`src/rtl/calc_seq_if.sv`:
```
// Drive/readback bundle between the calc_seq self-test initiator and the calc block.
// master = sequencer side, slave = calc side.
interface calc_seq_if;
   logic        calc_rst;
   logic        calc_btnl;
   logic        calc_btnc;
   logic        calc_btnr;
   logic        calc_btnd;
   logic [15:0] calc_sw;
   logic [15:0] calc_led;

   modport master (
      output calc_rst, calc_btnl, calc_btnc, calc_btnr, calc_btnd, calc_sw,
      input  calc_led
   );

   modport slave (
      input  calc_rst, calc_btnl, calc_btnc, calc_btnr, calc_btnd, calc_sw,
      output calc_led
   );
endinterface

```
`src/rtl/calc_seq.sv`:
```
// Self-test initiator: resets calc, plays a fixed (op, operand, expected) program and tallies mismatches.
// Optional macro CALC_SEQ_STOP_ON_FAIL_EN ends the run at the first mismatch.
module calc_seq #(
   parameter int WAIT_CYC  = 2,
   parameter int NUM_STEPS = 9
) (
   input  logic       clk,
   input  logic       btnu,
   input  logic       start,
   calc_seq_if.master cbus,
   output logic       busy,
   output logic       done,
   output logic       pass,
   output logic [3:0] step,
   output logic [3:0] err_cnt,
   output logic [3:0] fail_idx
);

   typedef enum logic [2:0] {
      S_IDLE, S_RST, S_SETUP, S_FIRE, S_WAIT, S_CHECK, S_DONE
   } state_t;

   localparam logic [3:0] WAIT_LD = 4'(WAIT_CYC);
   localparam logic [3:0] LAST    = 4'(NUM_STEPS - 1);

   state_t     state;
   logic [3:0] wcnt;

   // Program ROM, drive half: {btnl, btnc, btnr, sw}
   function automatic logic [18:0] rom_drv(input logic [3:0] idx);
      case (idx)
         4'd0:    rom_drv = {3'b010, 16'h354A};
         4'd1:    rom_drv = {3'b011, 16'h1234};
         4'd2:    rom_drv = {3'b001, 16'h1001};
         4'd3:    rom_drv = {3'b000, 16'hF0F0};
         4'd4:    rom_drv = {3'b111, 16'h1FA2};
         4'd5:    rom_drv = {3'b010, 16'h6AA2};
         4'd6:    rom_drv = {3'b101, 16'h0004};
         4'd7:    rom_drv = {3'b110, 16'h0001};
         4'd8:    rom_drv = {3'b100, 16'h46FF};
         default: rom_drv = '0;
      endcase
   endfunction

   function automatic logic [15:0] rom_exp(input logic [3:0] idx);
      case (idx)
         4'd0:    rom_exp = 16'h354A;
         4'd1:    rom_exp = 16'h2316;
         4'd2:    rom_exp = 16'h3317;
         4'd3:    rom_exp = 16'h3010;
         4'd4:    rom_exp = 16'h2FB2;
         4'd5:    rom_exp = 16'h9A54;
         4'd6:    rom_exp = 16'hA540;
         4'd7:    rom_exp = 16'hD2A0;
         4'd8:    rom_exp = 16'h0001;
         default: rom_exp = '0;
      endcase
   endfunction

   function automatic logic [3:0] sat_inc(input logic [3:0] v);
      sat_inc = (v == 4'hF) ? v : v + 4'd1;
   endfunction

   logic [18:0] cur_drv, nxt_drv;
   logic        mismatch, last, stop;
   logic [3:0]  err_nxt;

   assign cur_drv  = rom_drv(step);
   assign nxt_drv  = rom_drv(step + 4'd1);
   assign mismatch = (cbus.calc_led != rom_exp(step));
   assign last     = (step == LAST);
   assign err_nxt  = mismatch ? sat_inc(err_cnt) : err_cnt;

`ifdef CALC_SEQ_STOP_ON_FAIL_EN
   assign stop = last || mismatch;
`else
   assign stop = last;
`endif

   always_ff @(posedge clk) begin
      if (btnu) begin
         state          <= S_IDLE;
         wcnt           <= '0;
         busy           <= 1'b0;
         done           <= 1'b0;
         pass           <= 1'b0;
         step           <= '0;
         err_cnt        <= '0;
         fail_idx       <= 4'hF;
         cbus.calc_rst  <= 1'b0;
         cbus.calc_btnl <= 1'b0;
         cbus.calc_btnc <= 1'b0;
         cbus.calc_btnr <= 1'b0;
         cbus.calc_btnd <= 1'b0;
         cbus.calc_sw   <= '0;
      end else begin
         case (state)
            S_IDLE, S_DONE: begin
               if (start) begin
                  state         <= S_RST;
                  cbus.calc_rst <= 1'b1;
                  busy          <= 1'b1;
                  done          <= 1'b0;
                  pass          <= 1'b0;
                  step          <= '0;
                  err_cnt       <= '0;
                  fail_idx      <= 4'hF;
               end
            end
            S_RST: begin
               cbus.calc_rst <= 1'b0;
               {cbus.calc_btnl, cbus.calc_btnc, cbus.calc_btnr, cbus.calc_sw} <= cur_drv;
               state <= S_SETUP;
            end
            S_SETUP: begin
               cbus.calc_btnd <= 1'b1;
               state          <= S_FIRE;
            end
            S_FIRE: begin
               cbus.calc_btnd <= 1'b0;
               wcnt           <= WAIT_LD;
               state          <= S_WAIT;
            end
            S_WAIT: begin
               wcnt <= wcnt - 4'd1;
               if (wcnt == 4'd1) state <= S_CHECK;
            end
            S_CHECK: begin
               err_cnt <= err_nxt;
               if (mismatch && fail_idx == 4'hF) fail_idx <= step;
               // Leaving the program releases every calc drive so the board idles quietly.
               if (stop) begin
                  state          <= S_DONE;
                  busy           <= 1'b0;
                  done           <= 1'b1;
                  pass           <= (err_nxt == 4'd0);
                  cbus.calc_btnl <= 1'b0;
                  cbus.calc_btnc <= 1'b0;
                  cbus.calc_btnr <= 1'b0;
                  cbus.calc_sw   <= '0;
               end else begin
                  step  <= step + 4'd1;
                  {cbus.calc_btnl, cbus.calc_btnc, cbus.calc_btnr, cbus.calc_sw} <= nxt_drv;
                  state <= S_SETUP;
               end
            end
            default: state <= S_IDLE;
         endcase
      end
   end

endmodule

```
`src/flat_wrapper.sv`:
```
// flat-port wrapper written by rule: the top's interface ports become plain ports
module calc_seq_flat 
#(
   parameter int WAIT_CYC  = 2,
   parameter int NUM_STEPS = 9
)
  (clk, btnu, start, busy, done, pass, step, err_cnt, fail_idx, cbus_calc_rst, cbus_calc_btnl, cbus_calc_btnc, cbus_calc_btnr, cbus_calc_btnd, cbus_calc_sw, cbus_calc_led);
  calc_seq_if cbus_i ();
  input  logic clk;
  input  logic btnu;
  input  logic start;
  output logic busy;
  output logic done;
  output logic pass;
  output logic [3:0] step;
  output logic [3:0] err_cnt;
  output logic [3:0] fail_idx;
  output wire logic [$bits(cbus_i.calc_rst)-1:0] cbus_calc_rst;
  output wire logic [$bits(cbus_i.calc_btnl)-1:0] cbus_calc_btnl;
  output wire logic [$bits(cbus_i.calc_btnc)-1:0] cbus_calc_btnc;
  output wire logic [$bits(cbus_i.calc_btnr)-1:0] cbus_calc_btnr;
  output wire logic [$bits(cbus_i.calc_btnd)-1:0] cbus_calc_btnd;
  output wire logic [$bits(cbus_i.calc_sw)-1:0] cbus_calc_sw;
  input wire logic [$bits(cbus_i.calc_led)-1:0] cbus_calc_led;
  assign cbus_calc_rst = cbus_i.calc_rst;
  assign cbus_calc_btnl = cbus_i.calc_btnl;
  assign cbus_calc_btnc = cbus_i.calc_btnc;
  assign cbus_calc_btnr = cbus_i.calc_btnr;
  assign cbus_calc_btnd = cbus_i.calc_btnd;
  assign cbus_calc_sw = cbus_i.calc_sw;
  assign cbus_i.calc_led = cbus_calc_led;
  calc_seq #(.WAIT_CYC(WAIT_CYC), .NUM_STEPS(NUM_STEPS)) u_core (.clk(clk), .btnu(btnu), .start(start), .cbus(cbus_i), .busy(busy), .done(done), .pass(pass), .step(step), .err_cnt(err_cnt), .fail_idx(fail_idx));
endmodule
```
`config.mk`:
```
export PLATFORM = sky130hd
export DESIGN_NAME = calc_seq_flat
export DESIGN_NICKNAME = d
export VERILOG_FILES = /design/src/rtl/calc_seq_if.sv /design/src/rtl/calc_seq.sv /design/src/flat_wrapper.sv
export SDC_FILE = /design/constraint.sdc
export NUM_CORES = 1
export LEC_CHECK = 0
export CORE_MARGIN = 5
export CORE_UTILIZATION = 54
export CTS_CLUSTER_DIAMETER = 100
export CTS_CLUSTER_SIZE = 30
export DETAILED_ROUTE_END_ITERATION = 8
export MAX_ROUTING_LAYER = met4
export PLACE_DENSITY_LB_ADDON = 0.05
export SETUP_SLACK_MARGIN = 0.05
export SKIP_LAST_GASP = 1
export SYNTH_ARGS = -nofsm -noshare
export SYNTH_HDL_FRONTEND = slang
export SYNTH_SLANG_ARGS = --single-unit
```
`constraint.sdc`:
```
create_clock -name clk -period 2.9 [get_ports clk]
set_input_delay 0.58 -clock clk [delete_from_list [all_inputs] [get_ports clk]]
set_output_delay 0.58 -clock clk [all_outputs]
set_load 0.02 [all_outputs]
```
==> run summary <==
Place WS: 0.1307 ns
Post-synth net total: 448
Wire length per cell: 16.31 µm
Synth Instances: 411
Global-route wire length before repair: 14.67 mm
Slew HR: 52.93%
CTS root buffer: clkbuf_8
Die area: 0.008586 mm²
IO buf count: 54
Overall Power: 2.951 mW
Reg2Reg Launch Point: u_core.step[0]
Antenna Nets Post-Route: 0
Final core occ: 67.80%
All-layer global routing usage: 22.14%
CTS tree: yes
# diodes: 0
Share of cells above drive strength 1: 10.62%
Final setup TNS: 0 ns
RSZ-0062 raised after global routing: no
Drt first-iter violations: 166
Count leader, synth: dfxtp_1
Post-synthesis sequential area ratio: 41.23%
Synthesized area per cell: 8.978 µm²
Placed cells: 534
Hold depth: 1
Metal2 WL: 4.297 mm
Initial Utilization: 54.92%
I/O pin cnt: 55
DPL Wire Length: 6.518 mm
Initial antenna violation count: 0
Clk sinks: 76
Max clock buf depth: 2
Period minus WS final: 2.645 ns
Worst vdd ir: 0.0003986 V
Endpoints failing setup: 0
HP Class: reg -> reg
FFs w/ async S/R, synth: 0%
Synth cell count leaders: 76 x dfxtp_1, 48 x nor2_1, 20 x a21oi_1, 20 x nand2_1, 20 x nor3_1
Final Hold Vio Count: 0
Largest area contributor in the netlist: dfxtp_1
Final WL: 8.988 mm
Ys Warns: 0
Max Used Layer: met4
Netlist cell types: 62
Outcome: finished clean
Gpl congestion: 0.9455
Row count: 30
Top cells by area, synth: dfxtp_1 41%, ha_1 6.1%, nor2_1 4.9%
Ys flop type: dfxtp_1
Startpoint Class: flop
Vias per cell: 5.800
Yosys top cell area share: 41.23%
Final clock skew: 0.005820 ns
Via Count: 3196
Die X: 92.66 µm
HP Start: u_core.fail_idx[3]
Design area: 0.004556 mm²
Slew Viols, Final: 0
Synth-to-layout area growth: 23.47%
Tcrit/Tclk final: 91.21%
Final WS setup: 0.2549 ns
WP data arrival: 2.92 ns
Hold slack: 0.4823 ns
Wl on met1: 4.085 mm
Vias in the first global route: 2981
WL met3: 318 µm
Minimum setup slack among reg-to-reg paths: 0.25 ns
# DRC: 0
Largest net degree at the start of global routing: 36
Worst Tran Pin Value: 0.7060 ns
Pre-antenna DRT Iters: 4
Mapped cell area: 0.003690 mm²
Final Non-Filler Cells: 551
Total gr overflow: 0
Power density cells: 647.7 mW/mm²
Crit path required time: 3.17 ns
Die H: 92.66 µm
FF/Latch Area: 0.001523 mm²
NumNets Final: 503
Peak Freq: 378.1 MHz
WS Path Type: reg -> reg
Number of flops mapped to enable cells by yosys: 0
CP Capture Type: flop
Core Region: 0.006719 mm²
CTS Hold Buffers Added: 0
Worst-path clk slew: 0.08 ns
Worst r2r path cells: 10
Area occupied by multi-input gates: 0.001966 mm²
H-tree levels: 3
Leakage: 1.830 nW
Max cap viols: 0
Total CTS buffers: 9
Clock Latency Late Sink: 0.35 ns
Placed Instance Area: 0.004298 mm²
Hold endpoint: u_core.fail_idx[3]
Register bit total from synthesis: 76
Filler cells: 590
CP Max Fanout: 12
-- worst max-delay path: stages, from the launching register on --
cell and delay, ns:
dfxtp_1 0.49, inv_1 0.15, ha_1 0.28, and3b_1 0.24
nor2_1 0.23, nand2_1 0.14, a21oi_2 0.19, buf_4 0.22
ha_1 0.31, and2_1 0.18, nor3_1 0.16
-- layout make-up --
cell class | instances | area share (%)
multi-input combinational | 291 | 43.15
sequential | 76 | 33.42
timing repair buffer | 67 | 14.01
clock buffer | 10 | 3.021
clock inverter | 6 | 2.444
tap | 80 | 2.197
inverter | 21 | 1.758
-- how the worst max path moves through the flow --
stage / slack [ns] / cells past startpoint / start / to
5_1_grt: 0.07 / 10 / u_core.step[0] / flop
2_1_floorplan: 0.09 / 11 / u_core.step[0] / u_core.cur_drv[9]
3_5_place_dp: 0.13 / 9 / start / flop
4_1_cts: 0.21 / 10 / u_core.step[1] / u_core.cur_drv[0]
6_report: 0.25 / 10 / u_core.step[0] / flop
3_3_place_gp: 0.16 / 9 / start / flop
-- kinds of logic (layout without fill, tap and decap cells) --
| logic type | count (synthesis) | in the layout | share of synthesized area, % |
|---|---|---|---|
| AOI/OAI and AO/OA | 104 | 104 | 20.65 |
| DFF | 76 | 76 | 41.23 |
| buffers and inverters | 44 | 104 | 5.493 |
| and+or+nand+nor | 143 | 143 | 19.74 |
| adders and majority gates | 18 | 18 | 6.104 |
| muxes | 5 | 5 | 1.390 |
| xor gates and xnor gates | 21 | 21 | 5.392 |
-- what timing repair did --
action                                  CTS  global route
setup buffers                             0             1
gates resized for setup                   0             1
endpoints found under the setup margin    0             9
-- layout by cell type (no fill, tap or decap), types with 10 or more instances in the layout --
cell / n
dfxtp_1: 75
ha_1: 18
a21oi_1: 20
nand2_1: 20
clkdlybuf4s50_1: 54
inv_1: 18
nor2_1: 48
buf_4: 13
o21ai_0: 15
a221oi_1: 14
nor3_1: 20
xor2_1: 18
a211oi_1: 10
clkbuf_8: 10
-- metal layers --
metal,up-vias,track usage [%]
met5,-,-
met4,0,11.11
met3,22,3.168
met2,71,34.20
met1,1526,28.43
li1,1577,-
-- power breakdown --
group / switching [mW] / internal [mW] / leakage [nW]
Clock: 0.392 / 0.595 / 0.122
Sequential: 0.0796 / 1.17 / 0.622
Combinational: 0.400 / 0.310 / 1.09
Note: power is estimated with default switching activity, not from simulation.
